`config.mk`:
```
export PLATFORM = sky130hd
export DESIGN_NAME = bp_be_fe_queue_fifo_flat
export DESIGN_NICKNAME = d
export VERILOG_FILES = /design/src/rtl/bp_be_fe_queue_fifo_if.sv /design/src/rtl/bp_be_fe_queue_fifo.sv /design/src/flat_wrapper.sv
export SDC_FILE = /design/constraint.sdc
export NUM_CORES = 2
export LEC_CHECK = 0
export ABC_CLOCK_PERIOD_IN_PS = 7000
export BUFFER_PORTS_ARGS = -buffer_cell sky130_fd_sc_hd__buf_2
export CAP_MARGIN = 20
export CORE_ASPECT_RATIO = 2
export CORE_MARGIN = 3
export CORE_UTILIZATION = 40
export CTS_CLUSTER_DIAMETER = 30
export DETAILED_ROUTE_END_ITERATION = 10
export GPL_TIMING_DRIVEN = 0
export SLEW_MARGIN = 0
export SYNTH_ARGS = -nofsm -noshare
export SYNTH_HDL_FRONTEND = slang
export SYNTH_SLANG_ARGS = --single-unit
```
`constraint.sdc`:
```
create_clock -name clk_i -period 7 [get_ports clk_i]
set_input_delay 0.35 -clock clk_i [delete_from_list [all_inputs] [get_ports clk_i]]
set_output_delay 0.35 -clock clk_i [all_outputs]
set_load 0.01 [all_outputs]
```
`src/rtl/bp_be_fe_queue_fifo_if.sv`:
```
// Handshake bundle between the FE message stream, BE issue/commit control and the FE queue.
// The slave modport is the queue; the master modport is whoever drives FE data and BE control.
interface bp_be_fe_queue_fifo_if #(
   parameter int unsigned fe_queue_width_p = 128,
   parameter int unsigned els_p            = 8
);
   localparam int unsigned ptr_width_lp = $clog2(els_p) + 1;

   logic [fe_queue_width_p-1:0] fe_queue_i;
   logic                        fe_queue_v_i;
   logic                        fe_queue_ready_o;
   logic [fe_queue_width_p-1:0] fe_queue_o;
   logic                        fe_queue_v_o;
   logic                        fe_queue_yumi_i;
   logic                        commit_v_i;
   logic                        roll_v_i;
   logic                        clr_v_i;
   logic [ptr_width_lp-1:0]     count_o;

   modport slave (
      input  fe_queue_i, fe_queue_v_i, fe_queue_yumi_i, commit_v_i, roll_v_i, clr_v_i,
      output fe_queue_ready_o, fe_queue_o, fe_queue_v_o, count_o
   );

   modport master (
      output fe_queue_i, fe_queue_v_i, fe_queue_yumi_i, commit_v_i, roll_v_i, clr_v_i,
      input  fe_queue_ready_o, fe_queue_o, fe_queue_v_o, count_o
   );
endinterface

```
`src/rtl/bp_be_fe_queue_fifo.sv`:
```
// FE-to-BE message queue with speculative read pointer, committed checkpoint,
// roll-back to the checkpoint and full flush.
module bp_be_fe_queue_fifo #(
   parameter int unsigned fe_queue_width_p = 128,
   parameter int unsigned els_p            = 8,
   parameter bit          debug_p          = 1'b1
) (
   input logic                   clk_i,
   input logic                   reset_n_i,
   bp_be_fe_queue_fifo_if.slave  fe_if
);
   localparam int unsigned ptr_width_lp = $clog2(els_p) + 1;
   localparam int unsigned idx_width_lp = ptr_width_lp - 1;

   logic [ptr_width_lp-1:0]     wptr_q, wptr_d;
   logic [ptr_width_lp-1:0]     rptr_q, rptr_d;
   logic [ptr_width_lp-1:0]     cptr_q, cptr_d;
   logic [ptr_width_lp-1:0]     cptr_commit;
   logic [ptr_width_lp-1:0]     count;
   logic [fe_queue_width_p-1:0] mem_q [els_p];
   logic                        full, not_empty;
   logic                        enq, deq, cmt, we;

   // Status is decoded from registered pointers only; no input reaches ready/valid.
   assign count     = wptr_q - cptr_q;
   assign full      = (count == ptr_width_lp'(els_p));
   assign not_empty = (rptr_q != wptr_q);

   assign fe_if.fe_queue_ready_o = ~full;
   assign fe_if.fe_queue_v_o     = not_empty;
   assign fe_if.count_o          = count;
   assign fe_if.fe_queue_o       = mem_q[rptr_q[idx_width_lp-1:0]];

   assign enq = fe_if.fe_queue_v_i & ~full;
   assign deq = fe_if.fe_queue_yumi_i & not_empty;
   assign cmt = fe_if.commit_v_i & (cptr_q != rptr_q);

   assign cptr_commit = cmt ? cptr_q + 1'b1 : cptr_q;

   always_comb begin
      wptr_d = wptr_q;
      rptr_d = rptr_q;
      cptr_d = cptr_q;
      we     = 1'b0;
      if (fe_if.clr_v_i) begin
         // Flush drops any same-cycle enqueue, so wptr holds.
         rptr_d = wptr_q;
         cptr_d = wptr_q;
      end else begin
         if (enq) begin
            wptr_d = wptr_q + 1'b1;
            we     = 1'b1;
         end
         cptr_d = cptr_commit;
         if (fe_if.roll_v_i) begin
            rptr_d = cptr_commit;
         end else if (deq) begin
            rptr_d = rptr_q + 1'b1;
         end
      end
   end

   always_ff @(posedge clk_i or negedge reset_n_i) begin
      if (!reset_n_i) begin
         wptr_q <= '0;
         rptr_q <= '0;
         cptr_q <= '0;
      end else begin
         wptr_q <= wptr_d;
         rptr_q <= rptr_d;
         cptr_q <= cptr_d;
      end
   end

   always_ff @(posedge clk_i or negedge reset_n_i) begin
      if (!reset_n_i) begin
         for (int i = 0; i < els_p; i++) begin
            mem_q[i] <= '0;
         end
      end else if (we) begin
         mem_q[wptr_q[idx_width_lp-1:0]] <= fe_if.fe_queue_i;
      end
   end

   // Illegal handshakes are dropped by the datapath; these flag them during debug.
   always_ff @(posedge clk_i) begin
      if (debug_p && reset_n_i) begin
         assert (!(fe_if.fe_queue_v_i && full))
            else $error("fe_queue_v_i raised while queue full");
         assert (!(fe_if.fe_queue_yumi_i && !not_empty))
            else $error("fe_queue_yumi_i raised while fe_queue_v_o low");
         assert (!(fe_if.commit_v_i && (cptr_q == rptr_q)))
            else $error("commit_v_i raised with nothing dequeued");
      end
   end
endmodule

```
`src/flat_wrapper.sv`:
```
// flat-port wrapper written by rule: the top's interface ports become plain ports
module bp_be_fe_queue_fifo_flat 
#(
   parameter int unsigned fe_queue_width_p = 128,
   parameter int unsigned els_p            = 8,
   parameter bit          debug_p          = 1'b1
)
  (clk_i, reset_n_i, fe_if_fe_queue_i, fe_if_fe_queue_v_i, fe_if_fe_queue_yumi_i, fe_if_commit_v_i, fe_if_roll_v_i, fe_if_clr_v_i, fe_if_fe_queue_ready_o, fe_if_fe_queue_o, fe_if_fe_queue_v_o, fe_if_count_o);
  bp_be_fe_queue_fifo_if #(.fe_queue_width_p(fe_queue_width_p), .els_p(els_p)) fe_if_i ();
  input logic clk_i;
  input logic reset_n_i;
  input wire logic [$bits(fe_if_i.fe_queue_i)-1:0] fe_if_fe_queue_i;
  input wire logic [$bits(fe_if_i.fe_queue_v_i)-1:0] fe_if_fe_queue_v_i;
  input wire logic [$bits(fe_if_i.fe_queue_yumi_i)-1:0] fe_if_fe_queue_yumi_i;
  input wire logic [$bits(fe_if_i.commit_v_i)-1:0] fe_if_commit_v_i;
  input wire logic [$bits(fe_if_i.roll_v_i)-1:0] fe_if_roll_v_i;
  input wire logic [$bits(fe_if_i.clr_v_i)-1:0] fe_if_clr_v_i;
  output wire logic [$bits(fe_if_i.fe_queue_ready_o)-1:0] fe_if_fe_queue_ready_o;
  output wire logic [$bits(fe_if_i.fe_queue_o)-1:0] fe_if_fe_queue_o;
  output wire logic [$bits(fe_if_i.fe_queue_v_o)-1:0] fe_if_fe_queue_v_o;
  output wire logic [$bits(fe_if_i.count_o)-1:0] fe_if_count_o;
  assign fe_if_i.fe_queue_i = fe_if_fe_queue_i;
  assign fe_if_i.fe_queue_v_i = fe_if_fe_queue_v_i;
  assign fe_if_i.fe_queue_yumi_i = fe_if_fe_queue_yumi_i;
  assign fe_if_i.commit_v_i = fe_if_commit_v_i;
  assign fe_if_i.roll_v_i = fe_if_roll_v_i;
  assign fe_if_i.clr_v_i = fe_if_clr_v_i;
  assign fe_if_fe_queue_ready_o = fe_if_i.fe_queue_ready_o;
  assign fe_if_fe_queue_o = fe_if_i.fe_queue_o;
  assign fe_if_fe_queue_v_o = fe_if_i.fe_queue_v_o;
  assign fe_if_count_o = fe_if_i.count_o;
  bp_be_fe_queue_fifo #(.fe_queue_width_p(fe_queue_width_p), .els_p(els_p), .debug_p(debug_p)) u_core (.clk_i(clk_i), .reset_n_i(reset_n_i), .fe_if(fe_if_i));
endmodule
```
Yosys cells after proc, flatten, opt, wreduce, memory -nomap -nowiden:

Cells that the tools add are included.

* register bits: 1036
* bits of input ports: 135
* output and inout bits: 134
* logic and storage cells: 44

* add/subtract/negate cells: 4
* order comparisons: 3
* equality and inequality tests: 3
* mux-type cells: 13
* bitwise operators: 7
* reduce and logical (&&, ||, !) cells: 3

Operators by type and width (count)
* bitwise mux 1024 bit: 1
* binary-select mux 128 bit (select 3 bit): 1
* demux 128 bit (select 3 bit): 1
* 2-to-1 mux 128 bit: 3
* 2-to-1 mux 4 bit: 5
* adder 4 x 1 -> 4 bit (second input constant): 3
* >= comparator 4 bit (second input constant): 2
* inequality test 4 bit: 2
* NOT 3 -> 4 bit: 2
* equality test 4 bit (second input constant): 1
* less-than comparator 4 x 1 -> 1 bit (second input constant): 1
* subtractor 4 bit: 1
* AND 1 bit: 3
* nonzero test 3 bit: 1
* 2-to-1 mux 1 bit: 2
* NOT 1 bit: 2
* AND reduction 2 bit: 1
* logical AND 1 bit: 1

Logic depth before layout (Yosys ltp):

* depth in word-level cells: 6
* depth in mapped cells: 14
* mapped depth without buffers: 10

Worst setup path after synthesis:

No wires, ideal clock.

* path kind: flip-flop to flip-flop
* start point: register u_core.wptr_q[0]
* end point: register u_core.mem_q[1000] (netlist name)
* library setup time: 0.125 ns
* arrival time: 2.885 ns
* required time: 6.875 ns
* slack: 3.991 ns
* cell stages (with the launch flop): 14
* buffers on the path: 4
* clock period less this slack: 3.009 ns
* cells stage by stage: dfrtp_1 > clkbuf_1 > inv_1 > ha_1 > inv_1 > fa_1 > or3_1 > nor2b_1 > mux2i_1 > buf_6 > nand3b_1 > buf_2 > buf_4 > mux2_2

* word-level cells in the longest chain between the ends: 6
* elaborated cells on any way between the ends: 13
* those cells by class: add/sub: 1; order compare: 2; eq/ne: 1; mux: 5; bitwise: 3; reduce/logical: 1

RTL lines
* start, declared: RTL line bp_be_fe_queue_fifo.sv:15 `logic [ptr_width_lp-1:0] wptr_q, wptr_d;`
* start signal, assigned: RTL line bp_be_fe_queue_fifo.sv:69 `wptr_q <= wptr_d;`
* subtractor 4 bit: RTL line bp_be_fe_queue_fifo.sv:25 `assign count = wptr_q - cptr_q;`
* via fe_if_count_o[1]: RTL line flat_wrapper.sv:21 `output wire logic [$bits(fe_if_i.count_o)-1:0] fe_if_count_o;`
* equality test 4 bit: RTL line bp_be_fe_queue_fifo.sv:26 `assign full = (count == ptr_width_lp'(els_p));`
* NOT 1 bit
* via fe_if_fe_queue_ready_o: RTL line flat_wrapper.sv:18 `output wire logic [$bits(fe_if_i.fe_queue_ready_o)-1:0] fe_if_fe_queue_ready_o;`
* AND 1 bit: RTL line bp_be_fe_queue_fifo.sv:34 `assign enq = fe_if.fe_queue_v_i & ~full;`
* 2-to-1 mux 1 bit: RTL line bp_be_fe_queue_fifo.sv:50 `if (enq) begin`
* 2-to-1 mux 1 bit: RTL line bp_be_fe_queue_fifo.sv:45 `if (fe_if.clr_v_i) begin`
* end signal, assigned by index: RTL line bp_be_fe_queue_fifo.sv:81 `mem_q[wptr_q[idx_width_lp-1:0]] <= fe_if.fe_queue_i;`
* end, declared: RTL line bp_be_fe_queue_fifo.sv:20 `logic [fe_queue_width_p-1:0] mem_q [els_p];`

The timed path passes the listed nets, and every way through them passes these cells.
A chain may end at the register's enable or synchronous reset.

Worst setup path after layout:

* start point: register u_core.rptr_q[1]
* end point: output fe_if_fe_queue_o[81]

* word-level cells in the longest chain between the ends: 4

RTL lines
* start, declared: RTL line bp_be_fe_queue_fifo.sv:16 `logic [ptr_width_lp-1:0] rptr_q, rptr_d;`
* start signal, assigned: RTL line bp_be_fe_queue_fifo.sv:70 `rptr_q <= rptr_d;`
* NOT 3 -> 4 bit (not written as such): RTL line bp_be_fe_queue_fifo.sv:32 `assign fe_if.fe_queue_o = mem_q[rptr_q[idx_width_lp-1:0]];`
* binary-select mux 128 bit (select 3 bit): RTL line bp_be_fe_queue_fifo.sv:32
* 2-to-1 mux 128 bit (not written as such) (2 in series): RTL line bp_be_fe_queue_fifo.sv:32
* end, declared: RTL line flat_wrapper.sv:19 `output wire logic [$bits(fe_if_i.fe_queue_o)-1:0] fe_if_fe_queue_o;`

Every way passes these cells. The select of a mux whose other input is x is not followed.

==> reports/qor.yml <==
worst_setup_path:
  worst_r2r_startpoint: "u_core.wptr_q[0]$_DFFE_PN0P_"
  worstPathRequired_ns: 6.65
  critPathArrivalTime_ns: 4.12
  crit_type: "flop to primary output"
  worstSetupEndpointType: "primary output"
  critPathLaunchType: "flop"
  crit_path_start: "u_core.rptr_q[1]$_DFFE_PN0P_"
  cp_max_fo: 10
final_layout:
  nets: 3437
  nFillCells: 10087
  syn2layout_area_growth_pct: 21.4
  drive_above_1_share: 0.614
timing:
  hold_viol_final: 0
  max_freq_ghz: 0.223
  max-slew-margin-rel: 0.248
  fin_skew_ns: 0.0202
  tns_ns: 0
  setup_ws_ns: 2.53
  fin_crit_sh: 0.639
  final-setup-viol-count: 0
  rsz0062_at_grt: "false"
  period_minus_slack_ns: 4.47
  drv_slew: 0
  worstMarginPinSlew_ns: 1.13
synth:
  synthesis.instances: 2729
  yosysMostFrequentCell: "dfrtp_1"
  synth_largest_area_cell: "dfrtp_1"
  ys_types: 35
  synth_edf_count: 0
  syn_area_um2: 48000
  syn_nets: 2871
  synth_top_area_frac: 0.540
  seq_area_frac_synth: 0.540
  synth.top_cells.by_count: "dfrtp_1, mux2_2, mux2_4"
  ys_seq_elements: 1036
  yosysWarningCount: 0
  synth_area_leaders: "dfrtp_1, mux2_2, mux4_2"
  syn_avg_cell_area_um2: 17.6
  synthArstFlopShare: 1.00
  synthFlopType: "dfrtp_1"
routing:
  num_vias: 26637
  wl_per_cell_um: 25.6
  wl_mm: 127
  first_pass_iters: 4
  ant_nets: 0
  drc_errors: 0
  viasPerCell: 5.37
  drtIter0Drc: 1273
clock_tree:
  cts.reportedPaths.clkPinSlew_ns: 0.05
  numCtsBuffers: 152
  cts_tree: "yes"
  post_cts_resized: 0
  post-cts-setup-buffer-count: 0
  numClockSinks: 1036
  root_buffer: "clkbuf_16"
  h-tree-depth: 4
  clk_path_buf_depth: 3
  clk_latency_ns: 0.76
place:
  place_ws_ns: 3.19
  gp_congestion: 0.804
  port_buffers: 266
  dp.final_hpwl_mm: 86.1
die:
  rows: 179
  coreArea_um2: 119000
  die_area_um2: 124000
  io_pins: 269
  fp.dieH_um: 496
  die_w_um: 251
  initial_core_util: 0.403
grt:
  grt_first_pass_wirelength_mm: 195
  first_global_vias: 31469
  overflow: 0
  grt_max_degree: 136
  track_usage: 0.208
  grt_antenna_before_repair: 19
pwr:
  ir_drop_v: 0.000337
  p_leak_nw: 25.9
  finalPower_w: 0.0299
  p_per_area_nw_per_um2: 512
worst_hold_path:
  min_from: "fe_if_fe_queue_v_i"
  hp-class: "input pin to flop"
job:
  maxCapViolations: 0
outcome:
  outcome: "complete, no violations"
power breakdown:
part	switching [W]	internal (W)	leakage [nW]	total [W]
Sequential	0.00155	0.00886	12.9	0.0104
Clock	0.00303	0.00488	2.57	0.00791
Combinational	0.00478	0.00676	10.5	0.0115
layout make-up:
type | count | area, um^2 | share of cell area
timing repair buffer | 412 | 3000 | 0.0515
clock inverter | 97 | 1250 | 0.0214
tap | 1538 | 1920 | 0.0330
inverter | 8 | 30.0 | 0.000515
clock buffer | 180 | 4100 | 0.0703
antenna | 6 | 15.0 | 0.000258
buffer | 192 | 1360 | 0.0232
multi-input combinational | 1493 | 20700 | 0.355
sequential | 1036 | 25900 | 0.445
registers in the layout, summed over array words and instances, names as in the netlist:
signal         flops
u_core.cptr_q      4
u_core.mem_q    1024
u_core.rptr_q      4
u_core.wptr_q      4
per-stage QoR:
step                utilization  hold slack (ns)  instance area [um^2]  cells
detailed placement        0.433            0.377                 51600   4545
global placement          0.430            0.481                 51300   4533
floorplan                     -           0.0544                 48000   2729
CTS                       0.489          0.00811                 58200   4953
finish                    0.489           0.0689                 58300   4962
global route              0.489           0.0702                 58300   4958
final timing paths:
kind / end / slack, ns / cells after the start
setup / recovery: fe_if_fe_queue_o[81] / 2.53 / 6
hold / removal: u_core.wptr_q[2]$_DFFE_PN0P_ / 0.07 / 4
setup reg to reg: u_core.mem_q[690]$_DFFE_PN0P_ / 3.23 / 13
hold reg to reg: u_core.mem_q[626]$_DFFE_PN0P_ / 0.50 / 1
max in group asynchronous: u_core.mem_q[505]$_DFFE_PN0P_ / 4.48 / 5
min in group asynchronous: u_core.mem_q[170]$_DFFE_PN0P_ / 0.14 / 2
kinds of logic (layout without fill, tap and decap cells):
group	count (synthesis)	after routing	synth area share
flip-flops	1036	1036	0.540
buffers and inverters	200	889	0.0289
AND/OR/NAND/NOR	36	36	0.00420
adder cells (fa/ha/maj)	7	7	0.00198
XOR/XNOR	20	20	0.00365
multiplexers	1415	1415	0.419
AO/OA/AOI/OAI	15	15	0.00201
other	0	6	0
placed cells by master, fill, tap and decap left out, types with 16 or more instances in the layout:
cell type and count:
clkinvlp_4 17, buf_6 54, mux2_2 804, inv_6 21
mux2_4 350, buf_2 298, mux4_2 256, bufinv_16 16
buf_4 52, clkbuf_16 153, dfrtp_1 1036, dlygate4sd3_1 131
clkbuf_1 50, clkbuf_8 17
critical path, stage by stage (launching register included):
cell      delay [ns]
dfrtp_1         0.35
clkbuf_1        0.42
clkbuf_1        0.83
clkbuf_1        0.84
mux4_2          0.45
mux2_2          0.29
buf_2           0.15
routing by layer:
| layer | share of wire | global-route usage | vias up | wire, um |
|---|---|---|---|---|
| li1 | - | - | 11391 | - |
| met1 | 0.39 | 0.237 | 14417 | 49300 |
| met3 | 0.046 | 0.0477 | 243 | 5820 |
| met2 | 0.53 | 0.382 | 564 | 67800 |
| met5 | 0.0011 | 0 | - | 138 |
| met4 | 0.030 | 0.0709 | 22 | 3810 |
timing repair:
item / 4_1_cts / 5_1_grt
hold buffers: 131 / 0
endpoints found under the setup margin: 0 / 0
endpoints found under the hold margin: 1102 / 0
(Power assumes the default switching activity.)
